--- src/rtl/rob_commit_ctrl_pkg.sv ---
// Shared ROB geometry, entry record layout and the operand-lookup helper.
package rob_commit_ctrl_pkg;
  localparam int ROB_DEPTH  = 16;
  localparam int ROB_TAG_W  = 4;
  localparam int REG_ADDR_W = 5;
  localparam int XLEN       = 32;
  localparam int CNT_W      = ROB_TAG_W + 1;

  typedef struct packed {
    logic                  busy;
    logic                  ready;
    logic [REG_ADDR_W-1:0] rd;
    logic [XLEN-1:0]       val;
  } rob_entry_t;

  // {ready, value}; value forced to 0 unless the entry can supply an operand.
  function automatic logic [XLEN:0] qry_lookup(rob_entry_t e, logic byp_hit,
                                               logic [XLEN-1:0] byp_val);
    logic            rdy_o;
    logic [XLEN-1:0] val_o;
    rdy_o = e.busy & (e.ready | byp_hit);
    val_o = '0;
    if (rdy_o) val_o = e.ready ? e.val : byp_val;
    return {rdy_o, val_o};
  endfunction
endpackage

--- src/rtl/rob_entry_array.sv ---
// ROB entry storage: one allocation write port, one CDB update port, a retire
// port and three read ports (head, query 1, query 2).
module rob_entry_array
  import rob_commit_ctrl_pkg::*;
(
  input  logic                  clk,
  input  logic                  rst,
  input  logic                  clr_all,
  input  logic                  wr_en,
  input  logic [ROB_TAG_W-1:0]  wr_tag,
  input  logic [REG_ADDR_W-1:0] wr_rd,
  input  logic                  cdb_en,
  input  logic [ROB_TAG_W-1:0]  cdb_tag,
  input  logic [XLEN-1:0]       cdb_val,
  input  logic                  ret_en,
  input  logic [ROB_TAG_W-1:0]  ret_tag,
  input  logic [ROB_TAG_W-1:0]  head_tag,
  input  logic [ROB_TAG_W-1:0]  qry_tag1,
  input  logic [ROB_TAG_W-1:0]  qry_tag2,
  output rob_entry_t            head_ent,
  output rob_entry_t            qry_ent1,
  output rob_entry_t            qry_ent2
);
  rob_entry_t ent_q [ROB_DEPTH];
  rob_entry_t ent_d [ROB_DEPTH];

  // Write, CDB and retire never collide on one live entry: the tail is never
  // busy when allocatable and head==tail only when empty or full.
  always_comb begin
    ent_d = ent_q;
    if (clr_all) begin
      for (int i = 0; i < ROB_DEPTH; i++) begin
        ent_d[i].busy  = 1'b0;
        ent_d[i].ready = 1'b0;
      end
    end else begin
      if (cdb_en && ent_q[cdb_tag].busy) begin
        ent_d[cdb_tag].ready = 1'b1;
        ent_d[cdb_tag].val   = cdb_val;
      end
      if (ret_en) begin
        ent_d[ret_tag].busy  = 1'b0;
        ent_d[ret_tag].ready = 1'b0;
      end
      if (wr_en)
        ent_d[wr_tag] = '{busy: 1'b1, ready: 1'b0, rd: wr_rd, val: ent_q[wr_tag].val};
    end
  end

  always_ff @(posedge clk or negedge rst) begin
    if (!rst) begin
      for (int i = 0; i < ROB_DEPTH; i++) ent_q[i] <= '0;
    end else begin
      ent_q <= ent_d;
    end
  end

  assign head_ent = ent_q[head_tag];
  assign qry_ent1 = ent_q[qry_tag1];
  assign qry_ent2 = ent_q[qry_tag2];
endmodule

--- src/rtl/rob_commit_ctrl.sv ---
// Reorder-buffer commit controller: head/tail/count control around the entry array.
// Optional ROB_CDB_BYPASS_EN: same-cycle CDB forwarding into head commit and queries.
module rob_commit_ctrl
  import rob_commit_ctrl_pkg::*;
(
  input  logic                  clk,
  input  logic                  rst,
  input  logic                  rdy,
  input  logic                  alloc_valid,
  input  logic [REG_ADDR_W-1:0] alloc_rd,
  output logic                  alloc_ready,
  output logic [ROB_TAG_W-1:0]  alloc_tag,
  input  logic                  cdb_valid,
  input  logic [ROB_TAG_W-1:0]  cdb_tag,
  input  logic [XLEN-1:0]       cdb_val,
  input  logic                  flush,
  output logic                  rd_in_flag,
  output logic [REG_ADDR_W-1:0] rd_in_a,
  output logic [ROB_TAG_W-1:0]  rd_in_rob,
  output logic                  rd_out_flag,
  output logic [REG_ADDR_W-1:0] rd_out_a,
  output logic [XLEN-1:0]       rd_out_val,
  output logic [ROB_TAG_W-1:0]  rd_out_rob,
  input  logic [ROB_TAG_W-1:0]  qry_tag1,
  input  logic [ROB_TAG_W-1:0]  qry_tag2,
  output logic                  qry_rdy1,
  output logic                  qry_rdy2,
  output logic [XLEN-1:0]       qry_val1,
  output logic [XLEN-1:0]       qry_val2,
  output logic [CNT_W-1:0]      count
);
  logic [ROB_TAG_W-1:0] head_q, head_d, tail_q, tail_d;
  logic [CNT_W-1:0]     count_q, count_d;
  rob_entry_t           head_ent, q1_ent, q2_ent;
  logic                 live, cdb_ok, alloc_fire, commit_fire;
  logic                 head_byp, q1_byp, q2_byp;

  // rst gates the flags so nothing fires while reset is asserted.
  assign live   = rst & rdy & ~flush;
  assign cdb_ok = cdb_valid & live;

`ifdef ROB_CDB_BYPASS_EN
  assign head_byp = cdb_ok & (cdb_tag == head_q);
  assign q1_byp   = cdb_ok & (cdb_tag == qry_tag1);
  assign q2_byp   = cdb_ok & (cdb_tag == qry_tag2);
`else
  assign head_byp = 1'b0;
  assign q1_byp   = 1'b0;
  assign q2_byp   = 1'b0;
`endif

  assign alloc_ready = count_q < CNT_W'(ROB_DEPTH);
  assign alloc_tag   = tail_q;
  assign alloc_fire  = alloc_valid & alloc_ready & live;
  assign commit_fire = live & (count_q != '0) & head_ent.busy & (head_ent.ready | head_byp);

  assign rd_in_flag  = alloc_fire;
  assign rd_in_a     = alloc_rd;
  assign rd_in_rob   = tail_q;
  assign rd_out_flag = commit_fire;
  assign rd_out_a    = head_ent.rd;
  assign rd_out_val  = head_ent.ready ? head_ent.val : cdb_val;
  assign rd_out_rob  = head_q;
  assign count       = count_q;

  assign {qry_rdy1, qry_val1} = qry_lookup(q1_ent, q1_byp, cdb_val);
  assign {qry_rdy2, qry_val2} = qry_lookup(q2_ent, q2_byp, cdb_val);

  always_comb begin
    head_d  = head_q;
    tail_d  = tail_q;
    count_d = count_q;
    if (rdy && flush) begin
      head_d  = '0;
      tail_d  = '0;
      count_d = '0;
    end else begin
      if (alloc_fire)  tail_d = tail_q + 1'b1;
      if (commit_fire) head_d = head_q + 1'b1;
      count_d = count_q + CNT_W'(alloc_fire) - CNT_W'(commit_fire);
    end
  end

  always_ff @(posedge clk or negedge rst) begin
    if (!rst) begin
      head_q  <= '0;
      tail_q  <= '0;
      count_q <= '0;
    end else begin
      head_q  <= head_d;
      tail_q  <= tail_d;
      count_q <= count_d;
    end
  end

  rob_entry_array u_array (
    .clk      (clk),
    .rst      (rst),
    .clr_all  (rdy & flush),
    .wr_en    (alloc_fire),
    .wr_tag   (tail_q),
    .wr_rd    (alloc_rd),
    .cdb_en   (cdb_ok),
    .cdb_tag  (cdb_tag),
    .cdb_val  (cdb_val),
    .ret_en   (commit_fire),
    .ret_tag  (head_q),
    .head_tag (head_q),
    .qry_tag1 (qry_tag1),
    .qry_tag2 (qry_tag2),
    .head_ent (head_ent),
    .qry_ent1 (q1_ent),
    .qry_ent2 (q2_ent)
  );
endmodule

--- config.mk ---
export PLATFORM = sky130hd
export DESIGN_NAME = rob_commit_ctrl
export DESIGN_NICKNAME = d
export VERILOG_FILES = /design/src/rtl/rob_commit_ctrl_pkg.sv /design/src/rtl/rob_entry_array.sv /design/src/rtl/rob_commit_ctrl.sv
export SDC_FILE = /design/constraint.sdc
export NUM_CORES = 2
export LEC_CHECK = 0
export CORE_MARGIN = 8
export CORE_UTILIZATION = 51
export DETAILED_ROUTE_END_ITERATION = 6
export DONT_BUFFER_PORTS = 1
export HOLD_SLACK_MARGIN = 0.03
export MAX_ROUTING_LAYER = met4
export PLACE_DENSITY = 0.66
export SLEW_MARGIN = 20
export SYNTH_ARGS = -nofsm -noshare
export SYNTH_HDL_FRONTEND = slang
export SYNTH_SLANG_ARGS = --single-unit
--- constraint.sdc ---
create_clock -name clk -period 6.2 [get_ports clk]
set_input_delay 1.24 -clock clk [delete_from_list [all_inputs] [get_ports clk]]
set_output_delay 1.24 -clock clk [all_outputs]
set_load 0.1 [all_outputs]
==> out/qor.tcl <==
set qor(gpl.final_weighted_congestion) 0.856
set qor(initial_antenna_violation_count) 1
set qor(finalWorstPathRequiredPeriod_ns) 6.05
set qor(finalSetupViolCount) 0
set qor(crit_path_start_kind) {input pin}
set qor(clock-skew-final_ns) 0.0308
set qor(area_delta_synth_final_pct) 7.31
set qor(path_clk_slew_ns) 0.06
set qor(cts_root_buf) {clkbuf_16}
set qor(initial_utilization_pct) 51.4
set qor(design.final.nets) 3532
set qor(final_core_util_pct) 55.1
set qor(clock_latency_ns) 0.63
set qor(unrepaired_setup_endpoints_after_global_routing) {no}
set qor(h-tree-depth) 3
set qor(placed_cells_incl_taps) 4551
set qor(die_y_um) 314
set qor(critical_path_class) {input pin to primary output}
set qor(fp.coreArea_um2) 88200
set qor(syn-num-nets) 3789
set qor(worst_slew_pin_slew_ns) 2.23
set qor(dp_worst_setup_slack_ns) 1.53
set qor(vias_per_cell) 7.15
set qor(synthesis.area_um2) 45300
set qor(cts_max_path_buffers) 3
set qor(wire_length_of_the_first_global_routing_pass_mm) 224
set qor(globalRoute.totalOverflow) 0
set qor(drv_slew) 502
set qor(yosysWarnings) 0
set qor(layout.cells.non_filler) 4684
set qor(io_pins) 183
set qor(timing.final.crit_share_pct) 97.5
set qor(final.hold.worst_slack_ns) 0.309
set qor(synth_cell_type_count) 47
set qor(postSynthCellCount) 3719
set qor(route.detailed.drc) 0
set qor(final_hold_viol_count) 0
set qor(final_layout_size_suffix_gt1_share_pct) 29.0
set qor(path_max_fanout) 638
set qor(critPathArrivalTime_ns) 4.81
set qor(placementRows) 109
set qor(ys_seq_area_share_pct) 35.2
set qor(vias) 33500
set qor(setup_tns_final_ns) 0
set qor(synth-edff-count) 0
set qor(cts.sinks) 637
set qor(max-vdd-ir-drop_mv) 0.166
set qor(routedWlPerCell_um) 31.6
set qor(synth_top_flop_cell) {dfrtp_1}
set qor(nFillCells) 7190
set qor(cts_post_setup_buffers_inserted) 0
set qor(post-route-worst-setup-slack_ns) 0.153
set qor(antenna_left) 0
set qor(cts_resized) 0
set qor(syn-mean-instance-area_um2) 12.2
set qor(cts_hold_buffers) 0
set qor(drt_first_iter_violations) 3889
set qor(die_width_um) 314
set qor(postSynth.asyncResetShare_pct) 100
set qor(cts_tree) {built}
set qor(failed_checks) {slew limit}
set qor(power_density_relative_to_cell_area_nw_per_um2) 203
set qor(post-dp-hpwl_mm) 78.2
set qor(dieArea_um2) 98700
set qor(cap_viol_max_count) 0
set qor(numPortBuffers) 0
set qor(hold_class) {input pin to async pin}
set qor(drt_pass1_iterations) 7
set qor(outcome) {finished with violations}
set qor(cp-end-kind) {primary output}
set qor(final_antenna_diode_count) 0
set qor(slew_headroom_pct) -48.8
set qor(postSynthRegisterBits) 637
set qor(first_global_vias) 33700
set qor(worst_ep_required_time_ns) 4.96
set qor(grt_use_total_pct) 30.7
set qor(drt_wl_total_mm) 148
set qor(max_clock_freq_mhz) 165
set qor(leakagePower_nw) 22.2
set qor(tritoncts.num_buffers) 74
set qor(maximum_number_of_pins_on_one_net_before_global_route_repair) 639
## cells by family (layout without fill, tap and decap cells)
logic type | count (synthesis) | in the layout | share of synthesized area (%)
and+or+nand+nor | 768 | 768 | 7.10
DFF | 637 | 637 | 35.2
muxes | 1250 | 1250 | 45.8
buffers and inverters | 449 | 249 | 4.49
AOI/OAI and AO/OA | 593 | 593 | 6.88
adders and majority gates | 15 | 15 | 0.431
xor gates and xnor gates | 7 | 7 | 0.135
## stage by stage
| step | area, um^2 | power (mW) |
|---|---|---|
| 2_1_floorplan | 45300 | 5.23 |
| 3_3_place_gp | 46000 | 5.21 |
| 6_report | 48600 | 9.90 |
| 4_1_cts | 48600 | 9.95 |
| 5_1_grt | 48600 | 10.1 |
| 3_5_place_dp | 46000 | 5.22 |
## state kept, by name, summed over array words and instances, names as in the netlist
name	count
u_array.ent_q	624
count	5
alloc_tag	4
rd_out_rob	4
## power by group
part           switching (mW)  total [mW]  internal (mW)
clock network            1.91        4.76           2.85
logic                   0.491       0.786          0.294
registers               0.140        4.35           4.21
## layer usage
metal	up-vias	wire length (um)	GRT usage, %
met2	2116	70400	47.2
li1	13700	-	-
met5	-	0	-
met3	478	15300	7.09
met1	17200	55000	39.2
met4	0	7330	13.5
## cell usage in the layout (no fill, tap or decap), types with 5 or more instances in the layout
master	netlist	final
o21ai_1	483	483
mux2_2	47	47
nand2_4	0	16
buf_12	1	6
nor2_1	53	52
mux2_1	63	63
a31oi_1	41	41
and3_4	0	8
mux4_1	6	6
inv_1	17	17
nand3_1	21	21
clkbuf_8	0	9
and3_1	14	6
mux2i_1	492	491
dfrtp_4	0	6
buf_4	43	91
nor2b_2	0	64
a21o_1	10	10
o211ai_1	8	8
ha_1	14	14
clkbuf_16	0	77
dfrtp_1	637	629
a21oi_1	21	21
and2_4	0	7
a31o_1	5	5
clkbuf_1	274	13
nand2_1	578	561
nor3b_1	9	9
mux4_2	638	636
clkinv_2	0	13
o21ai_0	18	18
bufinv_16	0	11
## final cells by class
cell class	count	area, um^2	share of cell area, %
Inverter	19	71.3	0.147
Tap cell	1165	1460	3.00
Clock buffer	99	2100	4.32
Sequential cell	637	16000	32.8
Timing Repair Buffer	97	803	1.65
Clock inverter	34	508	1.04
Multi-Input combinational cell	2633	27700	57.0
## critical path, cell delays in order
cell and delay [ns]:
nand3b_1 0.85, a41o_1 0.47, nor4_1 0.29, o21a_2 0.47, buf_4 0.38
## synth_stat cells, types with 2 or more instances
library cell    n  share of area (%)
xnor2_1         4              0.077
o21ai_0        18               0.20
nand2_1       578                4.8
mux2i_1       492                 11
mux4_1          6               0.35
nand3_1        21               0.23
ha_1           14               0.39
a21oi_1        21               0.23
inv_1          17               0.14
nor2_1         53               0.44
buf_6           8               0.20
nor3b_1         9               0.15
a21o_1         10               0.17
nor4_1          3              0.041
o211ai_1        8               0.13
and2_1         11               0.15
buf_4          43               0.71
clkbuf_1      274                2.3
inv_2           2              0.017
mux2_4          4               0.13
a2111oi_2       2              0.066
buf_8           2              0.066
nor3_1          7              0.077
mux2_2         47                1.2
mux4_2        638                 32
mux2_1         63                1.6
o21ai_1       483                5.3
a31o_1          5              0.097
dfrtp_1       637                 35
xor2_1          3              0.058
a31oi_1        41               0.57
and3_1         14               0.19
and4b_1         2              0.044
buf_1          31               0.26
nor2b_1        66               0.91
buf_2          71               0.78
## path summary, 6_finish.rpt
check / cells after the start / slack (ns) / start / end
max: 5 / 0.15 / rst / rd_out_flag
min: 0 / 0.31 / rst / u_array.ent_q[534]
max reg2reg: 14 / 1.72 / count[4] / count[4]
min reg2reg: 1 / 0.48 / u_array.ent_q[74] / u_array.ent_q[74]
max in group asynchronous: 0 / 3.84 / rst / alloc_tag[0]
min in group clk: 1 / 0.48 / u_array.ent_q[74] / u_array.ent_q[74]
(Power assumes the default switching activity.)
